`config.mk`:
```
export PLATFORM = sky130hd
export DESIGN_NAME = decode_stage
export DESIGN_NICKNAME = d
export VERILOG_FILES = /design/src/rtl/decode_pkg.sv /design/src/rtl/decode_imm.sv /design/src/rtl/decode_stage.sv
export SDC_FILE = /design/constraint.sdc
export NUM_CORES = 1
export LEC_CHECK = 0
export CAP_MARGIN = 20
export CORE_MARGIN = 3
export CORE_UTILIZATION = 53
export DETAILED_ROUTE_END_ITERATION = 6
export PLACE_DENSITY_LB_ADDON = 0.05
export SYNTH_ARGS = -nofsm -noshare
export SYNTH_HDL_FRONTEND = slang
export SYNTH_SLANG_ARGS = --single-unit
```
`constraint.sdc`:
```
create_clock -name clk -period 9.05 [get_ports clk]
set_input_delay 1.81 -clock clk [delete_from_list [all_inputs] [get_ports clk]]
set_output_delay 1.81 -clock clk [all_outputs]
set_load 0.005 [all_outputs]
```
`src/rtl/decode_pkg.sv`:
```
// Shared RV32I decode definitions: opcodes, format classes and the
// per-entry bundle held in the decode output buffer.
package decode_pkg;

    localparam logic [6:0] OP       = 7'b0110011;
    localparam logic [6:0] OP_IMM   = 7'b0010011;
    localparam logic [6:0] LOAD     = 7'b0000011;
    localparam logic [6:0] STORE    = 7'b0100011;
    localparam logic [6:0] BRANCH   = 7'b1100011;
    localparam logic [6:0] JAL      = 7'b1101111;
    localparam logic [6:0] JALR     = 7'b1100111;
    localparam logic [6:0] LUI      = 7'b0110111;
    localparam logic [6:0] AUIPC    = 7'b0010111;
    localparam logic [6:0] SYSTEM   = 7'b1110011;
    localparam logic [6:0] MISC_MEM = 7'b0001111;

    typedef enum logic [2:0] {
        FMT_R   = 3'd0,
        FMT_I   = 3'd1,
        FMT_S   = 3'd2,
        FMT_B   = 3'd3,
        FMT_U   = 3'd4,
        FMT_J   = 3'd5,
        FMT_ILL = 3'd7
    } fmt_e;

    typedef struct packed {
        logic [6:0] opcode;
        logic [4:0] rd;
        logic [4:0] rs1;
        logic [4:0] rs2;
        logic [2:0] funct3;
        logic [6:0] funct7;
        fmt_e       fmt;
        logic       illegal;
    } dec_entry_t;

    function automatic fmt_e opcode_fmt(input logic [6:0] op);
        fmt_e f;
        unique case (op)
            OP:                                    f = FMT_R;
            OP_IMM, LOAD, JALR, SYSTEM, MISC_MEM:  f = FMT_I;
            STORE:                                 f = FMT_S;
            BRANCH:                                f = FMT_B;
            LUI, AUIPC:                            f = FMT_U;
            JAL:                                   f = FMT_J;
            default:                               f = FMT_ILL;
        endcase
        return f;
    endfunction

endpackage

```
`src/rtl/decode_imm.sv`:
```
// Immediate generator: reassembles the format-specific immediate bits
// and sign-extends from inst[31] to XLEN.
module decode_imm
    import decode_pkg::*;
#(
    parameter int XLEN = 32
) (
    input  logic [31:7]     inst,
    input  fmt_e            fmt,
    output logic [XLEN-1:0] imm
);

    logic signed [31:0] imm32;

    always_comb begin
        imm32 = '0;
        unique case (fmt)
            FMT_I: imm32 = 32'($signed(inst[31:20]));
            FMT_S: imm32 = 32'($signed({inst[31:25], inst[11:7]}));
            FMT_B: imm32 = 32'($signed({inst[31], inst[7], inst[30:25],
                                        inst[11:8], 1'b0}));
            FMT_U: imm32 = $signed({inst[31:12], 12'b0});
            FMT_J: imm32 = 32'($signed({inst[31], inst[19:12], inst[20],
                                        inst[30:21], 1'b0}));
            default: imm32 = '0;
        endcase
    end

    // Signed source makes the width cast sign-extend for XLEN=64.
    assign imm = XLEN'(imm32);

endmodule

```
`src/rtl/decode_stage.sv`:
```
// RV32I decode stage: combinational field split and legality check,
// results queued in a small FIFO toward execute.
module decode_stage
    import decode_pkg::*;
#(
    parameter int XLEN      = 32,
    parameter int BUF_DEPTH = 2
) (
    input  logic            clk,
    input  logic            rst,
    input  logic            in_valid,
    output logic            in_ready,
    input  logic [31:0]     in_inst,
    input  logic [XLEN-1:0] in_pc,
    input  logic            flush,
    output logic            out_valid,
    input  logic            out_ready,
    output logic [XLEN-1:0] out_pc,
    output logic [6:0]      out_opcode,
    output logic [4:0]      out_rd,
    output logic [4:0]      out_rs1,
    output logic [4:0]      out_rs2,
    output logic [2:0]      out_funct3,
    output logic [6:0]      out_funct7,
    output logic [2:0]      out_fmt,
    output logic [XLEN-1:0] out_imm,
    output logic            out_illegal
);

    localparam int PW = $clog2(BUF_DEPTH);
    localparam int CW = PW + 1;

    fmt_e            fmt_raw;
    fmt_e            fmt;
    logic            illegal;
    logic [6:0]      f7;
    logic [2:0]      f3;
    dec_entry_t      dec;
    logic [XLEN-1:0] imm;

    assign f7      = in_inst[31:25];
    assign f3      = in_inst[14:12];
    assign fmt_raw = opcode_fmt(in_inst[6:0]);

    always_comb begin
        illegal = 1'b0;
        if (in_inst[1:0] != 2'b11)
            illegal = 1'b1;
        if (fmt_raw == FMT_ILL)
            illegal = 1'b1;
        if (fmt_raw == FMT_R && f7 != 7'h00 && f7 != 7'h20)
            illegal = 1'b1;
        if (f7 == 7'h20 && f3 != 3'b000 && f3 != 3'b101)
            illegal = 1'b1;
    end

    assign fmt = illegal ? FMT_ILL : fmt_raw;

    always_comb begin
        dec         = '0;
        dec.opcode  = in_inst[6:0];
        dec.rd      = in_inst[11:7];
        dec.rs1     = in_inst[19:15];
        dec.rs2     = in_inst[24:20];
        dec.funct3  = f3;
        dec.funct7  = f7;
        dec.fmt     = fmt;
        dec.illegal = illegal;
    end

    decode_imm #(.XLEN(XLEN)) u_imm (
        .inst (in_inst[31:7]),
        .fmt  (fmt),
        .imm  (imm)
    );

    dec_entry_t      ent_q [BUF_DEPTH];
    logic [XLEN-1:0] pc_q  [BUF_DEPTH];
    logic [XLEN-1:0] imm_q [BUF_DEPTH];
    logic [PW-1:0]   head_q, head_d;
    logic [PW-1:0]   tail_q, tail_d;
    logic [CW-1:0]   count_q, count_d;
    logic            push;
    logic            pop;

    assign in_ready  = (count_q != CW'(BUF_DEPTH));
    assign out_valid = (count_q != '0);
    assign push      = in_valid && in_ready && !flush;
    assign pop       = out_valid && out_ready && !flush;

    always_comb begin
        head_d  = head_q;
        tail_d  = tail_q;
        count_d = count_q;
        if (flush) begin
            head_d  = '0;
            tail_d  = '0;
            count_d = '0;
        end else begin
            if (push)
                tail_d = tail_q + PW'(1);
            if (pop)
                head_d = head_q + PW'(1);
            if (push && !pop)
                count_d = count_q + CW'(1);
            else if (pop && !push)
                count_d = count_q - CW'(1);
        end
    end

    always_ff @(posedge clk or posedge rst) begin
        if (rst) begin
            head_q  <= '0;
            tail_q  <= '0;
            count_q <= '0;
            for (int i = 0; i < BUF_DEPTH; i++) begin
                ent_q[i] <= '0;
                pc_q[i]  <= '0;
                imm_q[i] <= '0;
            end
        end else begin
            head_q  <= head_d;
            tail_q  <= tail_d;
            count_q <= count_d;
            if (push) begin
                ent_q[tail_q] <= dec;
                pc_q[tail_q]  <= in_pc;
                imm_q[tail_q] <= imm;
            end
        end
    end

    assign out_pc      = pc_q[head_q];
    assign out_imm     = imm_q[head_q];
    assign out_opcode  = ent_q[head_q].opcode;
    assign out_rd      = ent_q[head_q].rd;
    assign out_rs1     = ent_q[head_q].rs1;
    assign out_rs2     = ent_q[head_q].rs2;
    assign out_funct3  = ent_q[head_q].funct3;
    assign out_funct7  = ent_q[head_q].funct7;
    assign out_fmt     = ent_q[head_q].fmt;
    assign out_illegal = ent_q[head_q].illegal;

endmodule

```
# --- Yosys cells after proc, flatten, opt, wreduce, memory -nomap -nowiden ---
# Index checks and enable logic that the tools add are counted.
classes:
  n_addsub: 4
  n_bitwise: 2
  mux: 30
  n_eq_ne: 22
  reduce_logical: 23
  order_cmp: 3
ops:
  columns: ["cell", "count"]
  rows:
  - ["2-to-1 mux 32 bit", 7]
  - ["one-hot mux 32 bit (5 select lines)", 1]
  - ["2-to-1 mux 36 bit", 4]
  - ["bitwise mux 64 bit", 2]
  - ["bitwise mux 72 bit", 1]
  - ["demux 36 bit (select 1 bit)", 1]
  - ["demux 32 bit (select 1 bit)", 1]
  - ["equality test 7 x 6 -> 1 bit (second input constant)", 4]
  - ["equality test 7 bit (second input constant)", 4]
  - ["one-hot mux 3 bit (6 select lines)", 1]
  - ["equality test 7 x 5 -> 1 bit (second input constant)", 2]
  - ["logical AND 1 bit", 11]
  - ["equality test 3 bit (second input constant)", 3]
  - ["2-to-1 mux 1 bit", 8]
  - ["equality test 7 x 2 -> 1 bit (second input constant)", 1]
  - ["equality test 7 x 4 -> 1 bit (second input constant)", 1]
  - ["inequality test 7 x 6 -> 1 bit (second input constant)", 1]
  - ["nonzero test 7 bit", 1]
  - ["equality test 3 x 2 -> 1 bit (second input constant)", 2]
  - ["2-to-1 mux 2 bit", 3]
  - ["nonzero test 2 bit", 3]
  - ["nonzero test 3 bit", 2]
  - ["OR reduction 5 bit", 1]
  - ["greater-or-equal comparator 2 bit (second input constant)", 2]
  - ["other kinds (12)", 17]
word_totals:
  wordCells: 107
  ff_bits: 204
  output_inout_bits: 102

# --- Depth between registers and ports, before layout ---
depth:
  depth_word: 12
  mapped_depth: 9
  depth_no_buf: 5

# --- Cells and area by module ---
# Synthesis repeated with hierarchy kept, for this count alone.
hier_totals:
  hier_cells: 677
  hier_area_um2: 9516.6
modules_own_cells:
  columns: ["module", "seq_area_each_um2", "instances", "cells_each", "area_per_inst_um2"]
  rows:
  - ["decode_stage", 5104.9, 1, 611, 9126.3]
  - ["decode_imm", 0.0, 1, 66, 390.4]

# --- Least setup slack after synthesis ---
# No wires, ideal clock.
synth_timing:
  path_type: "in2reg"
  startpoint: "input in_inst[2]"
  endpoint: "register imm_q[12] (netlist bit)"
  setup_ns: 0.077
  cell_stages: 6
  n_path_buf: 1
  arrival_ns: 3.157
  slack_ns: 5.817
  cell_sequence: "buf_4 -> nor4b_4 -> a2111oi_4 -> a211oi_4 -> a21oi_2 -> o21ai_1"
synth_between:
  elab_chain_len: 12
synth_rtl:
  columns: ["item", "line", "rtl"]
  rows:
  - ["start: declaration", "decode_stage.sv:13", "input logic [31:0] in_inst,"]
  - ["equality test 7 x 5 -> 1 bit, or another cell as far along", "decode_pkg.sv:40", "unique case (op)"]
  - ["OR reduction 5 bit / OR reduction 2 bit (equally long branches)", "decode_pkg.sv:40", null]
  - ["one-hot mux 3 bit (6 select lines) (*)", "decode_pkg.sv:40", null]
  - ["zero test 3 bit", "decode_stage.sv:51", "if (fmt_raw == FMT_R && f7 != 7'h00 && f7 != 7'h20)"]
  - ["logical AND 1 bit (2 in series)", "decode_stage.sv:51", null]
  - ["2-to-1 mux 1 bit", "decode_stage.sv:51", null]
  - ["2-to-1 mux 1 bit", "decode_stage.sv:53", "if (f7 == 7'h20 && f3 != 3'b000 && f3 != 3'b101)"]
  - ["2-to-1 mux 3 bit (*)", "decode_stage.sv:57", "assign fmt = illegal ? FMT_ILL : fmt_raw;"]
  - ["equality test 3 bit, or another cell as far along", "decode_imm.sv:17", "unique case (fmt)"]
  - ["one-hot mux 32 bit (5 select lines) (*)", "decode_imm.sv:17", null]
  - ["bitwise mux 64 bit (*)", "decode_stage.sv:128", "imm_q[tail_q] <= imm;"]
  - ["end signal: indexed assignment", "decode_stage.sv:128", null]
  - ["end: declaration", "decode_stage.sv:79", "logic [XLEN-1:0] imm_q [BUF_DEPTH];"]
# Mark *: on every way between the ends. The rest lies on a longest branch, timed or not.
# A chain may end at the register's enable or synchronous reset.

# --- Worst setup path in the final report ---
layout_timing:
  startpoint: "register head_q"
  endpoint: "output out_imm[12]"
layout_between:
  elab_chain_len: 4
layout_rtl:
  columns: ["item", "line", "rtl"]
  rows:
  - ["start: declaration", "decode_stage.sv:80", "logic [PW-1:0] head_q, head_d;"]
  - ["start signal: assignment", "decode_stage.sv:113", "head_q <= '0;"]
  - ["start signal: assignment", "decode_stage.sv:122", "head_q <= head_d;"]
  - ["NOT 1 -> 2 bit (not written as such)", "decode_stage.sv:134", "assign out_imm = imm_q[head_q];"]
  - ["2-to-1 mux 32 bit (not written as such) (3 in series)", "decode_stage.sv:134", null]
  - ["end: declaration", "decode_stage.sv:26", "output logic [XLEN-1:0] out_imm,"]
# Every way passes these cells. The select of a mux whose other input is x is not followed.

==> results.json <==
{
  "busiest_layer": "met2",
  "hold_ws_ps": 469,
  "rows": 48,
  "cp.required_ps": 7240,
  "final_cells": 1374,
  "synth_cells": 996,
  "final_area_sq_um": 11900,
  "pre_cts_ws_ps": 4500,
  "diodes": 0,
  "yosysUniqueCellTypes": 50,
  "power.switching_mw": 0.736,
  "finalMaxSlewViolations": 0,
  "rsz0062_at_grt": "false",
  "tritoncts": "yes",
  "period_minus_slack_ps": 4840,
  "initial_utilization_pct": 54.3,
  "power.share.sequential_pct": 44.6,
  "gp_congestion": 0.827,
  "yosysWarnings": 0,
  "r2r_slack_ps": 6410,
  "met3_usage_pct": 3.40,
  "cts_setup_buffers": 0,
  "clockPowerShare_pct": 32.4,
  "seqCellArea_sq_um": 5110,
  "hold_start": "pc_q[62]$_DFFE_PP0P_",
  "skew_ps": 15.1,
  "grt-ovfl-total": 0,
  "drive_gt1_share_pct": 14.8,
  "critical_path_class": "register to output pin",
  "internal_power_mw": 1.99,
  "synth_top_family_by_area": "simple AND/OR/NAND/NOR gates",
  "timing_worst_slew_pin_value_ps": 965,
  "ys_top_cells_by_area": "dfrtp_1 54%, nand2_1 17%, mux2_2 13%",
  "synth_top_area_share_pct": 54.2,
  "use_met2_pct": 40.9,
  "utilization_pct": 68.8,
  "crit_arrival_ps": 3030,
  "finalHoldViolCount": 0,
  "hp-class": "register to register",
  "routed_wl_microns": 24400,
  "cts.sinks": 204,
  "rr_startpoint": "count_q[0]$_DFFE_PP0P_",
  "drv_cap": 0,
  "fp.dieH_microns": 139,
  "firstDrtPassIters": 5,
  "via_per_inst": 5.43,
  "n_fill_cell": 1428,
  "setup_viol": 0,
  "crit_slowest_cell": "buf_4",
  "peakVddDrop_mv": 0.161,
  "netlist_area_sq_um": 9430,
  "worst_slack_ps": 4210,
  "p_leak_nw": 5.57,
  "postRouteAntennaNets": 0,
  "synthSimpleGateAreaFrac_pct": 21.8,
  "drc": 0,
  "die_x_microns": 139,
  "synth_compound_area_share_pct": 7.90,
  "synth_fa_ha_area_share_pct": 0,
  "end_kind": "output pin",
  "drt_iter0_markers": 447,
  "crit_fanout": 65,
  "slew_headroom_pct": 35.7,
  "setup_tns_ps": 0,
  "muxShareOfSynthArea_pct": 12.9,
  "fp.dieArea_sq_um": 19400,
  "insertion_delay_ps": 490,
  "synth-async-reset-ratio_pct": 100,
  "postSynthAreaPerCell_sq_um": 9.46,
  "yosysSeqAreaShare_pct": 54.2,
  "worstPathCellList": "buf_4 > mux2_2 > clkdlybuf4s50_1",
  "slowest_delay_ps": 800,
  "ctsHoldBuffers": 0,
  "synth_top_cell_by_area": "dfrtp_1",
  "multiInputGateArea_sq_um": 4060,
  "status": "finished clean",
  "grt_max_degree": 138,
  "worstSetupStartpointType": "register",
  "synth_edf_count": 0,
  "p_comb_share_pct": 23.1,
  "placedInstanceArea_sq_um": 11200,
  "synth_flop_cell": "dfrtp_1",
  "grtUsageMet1_pct": 35.3,
  "synth_seq_cells": 204,
  "cts_resized": 0,
  "power.share.switching_pct": 27.0,
  "cts.path.max_buffers": 3,
  "min_to": "pc_q[62]$_DFFE_PP0P_",
  "synth-xor-area-share_pct": 0.279,
  "dp_hpwl_microns": 15400,
  "fmax_mhz": 207,
  "nets": 1203,
  "h-tree-depth": 1,
  "numCtsBuffers": 22,
  "core_sq_um": 17400,
  "area_growth_pct": 26.7,
  "grt_pass1_wl_microns": 40000,
  "min_path_cells": 2,
  "cts_root_buf": "clkbuf_16",
  "r2r-end": "imm_q[42]$_DFFE_PP0P_",
  "portBuffers": 170,
  "power_mw": 2.72,
  "vias": 7457,
  "clk_pin_slew_ps": 60,
  "grt_antenna_before_repair": 0,
  "placed_cells": 1335,
  "first_global_vias": 7499,
  "io_pins": 171,
  "min_period_over_period_pct": 53.5,
  "grt_usage_pct": 24.9,
  "r2r_cells": 6,
  "syn_nets": 1065,
  "wire_per_inst_microns": 17.8,
  "p_per_area_nw_per_um2": 228
}
## cells in the final DEF (no fill, tap or decap), types with 7 or more instances in the layout
cell / count
buf_4: 7
mux2_2: 107
clkbuf_16: 23
a32o_1: 12
nand2_1: 426
dfrtp_1: 203
a21oi_2: 8
clkbuf_8: 8
o21ai_1: 23
a31oi_1: 10
a21oi_1: 34
clkdlybuf4s50_1: 170
nor2_1: 42
## synth_stat cells, drive strengths merged, types with 2 or more instances
| cell type | number |
|---|---|
| a211oi | 3 |
| a21oi | 42 |
| a31oi | 11 |
| a32o | 12 |
| and2 | 2 |
| and3 | 2 |
| and4 | 2 |
| and4b | 3 |
| buf | 28 |
| clkbuf | 35 |
| dfrtp | 204 |
| inv | 3 |
| mux2 | 107 |
| nand2 | 426 |
| nand2b | 4 |
| nand3 | 2 |
| nand4 | 6 |
| nor2 | 42 |
| nor2b | 2 |
| nor3b | 3 |
| nor4 | 3 |
| o21ai | 29 |
| o31ai | 4 |
| xor2 | 3 |
## critical path: cells and delay by family, from the launching register on
family                 cells  cell delay [ps]
buffers and inverters      2             1290
muxes                      1              420
DFF                        1              780
## cells by family (layout without fill, tap and decap cells)
family | after synthesis | count (layout)
muxes | 108 | 108
xor gates and xnor gates | 3 | 3
AOI/OAI and AO/OA | 110 | 110
DFF | 204 | 204
buffers and inverters | 66 | 219
and+or+nand+nor | 505 | 505
## registers in the layout (all words and copies together) (netlist names)
register  cells
ent_q        72
imm_q        64
pc_q         64
count_q       2
head_q        1
tail_q        1
## metal layers
| metal | routed length, microns | vias up | share of wire [%] |
|---|---|---|---|
| li1 | - | 3561 | - |
| met2 | 11600 | 250 | 47 |
| met3 | 1350 | 37 | 5.5 |
| met1 | 11000 | 3609 | 45 |
| met5 | 0 | - | 0 |
| met4 | 452 | 0 | 1.9 |
## power by group through the flow
stage | Clock (mW) | Combinational, mW | Sequential [mW]
after global placement | 0 | 0.620 | 1.22
after floorplan | 0 | 0.349 | 1.19
after detailed placement | 0 | 0.632 | 1.22
after global routing | 0.939 | 0.700 | 1.24
after CTS | 0.897 | 0.637 | 1.21
final | 0.881 | 0.629 | 1.21
## final cells by class
| cell class | instances | area share [%] |
|---|---|---|
| clock buffer | 35 | 5.87 |
| clock inverter | 4 | 0.189 |
| inverter | 3 | 0.157 |
| multi-input combinational | 726 | 34.0 |
| sequential | 204 | 42.8 |
| tap | 225 | 2.36 |
| timing repair buffer | 177 | 14.7 |
## worst max path at each step
stage                                  end  cells after the start          startpoint  slack, ps
global placement     imm_q[25]$_DFFE_PP0P_                      6          in_inst[4]       4550
detailed placement   imm_q[30]$_DFFE_PP0P_                      6          in_inst[4]       4500
global route                    out_imm[0]                      3  head_q$_DFFE_PP0P_       4080
floorplan           count_q[0]$_DFFE_PP0P_                      1                 rst       1670
finish                         out_imm[12]                      3  head_q$_DFFE_PP0P_       4210
CTS                             out_imm[0]                      3  head_q$_DFFE_PP0P_       4170
No activity file was read; power rests on OpenSTA's default activity.
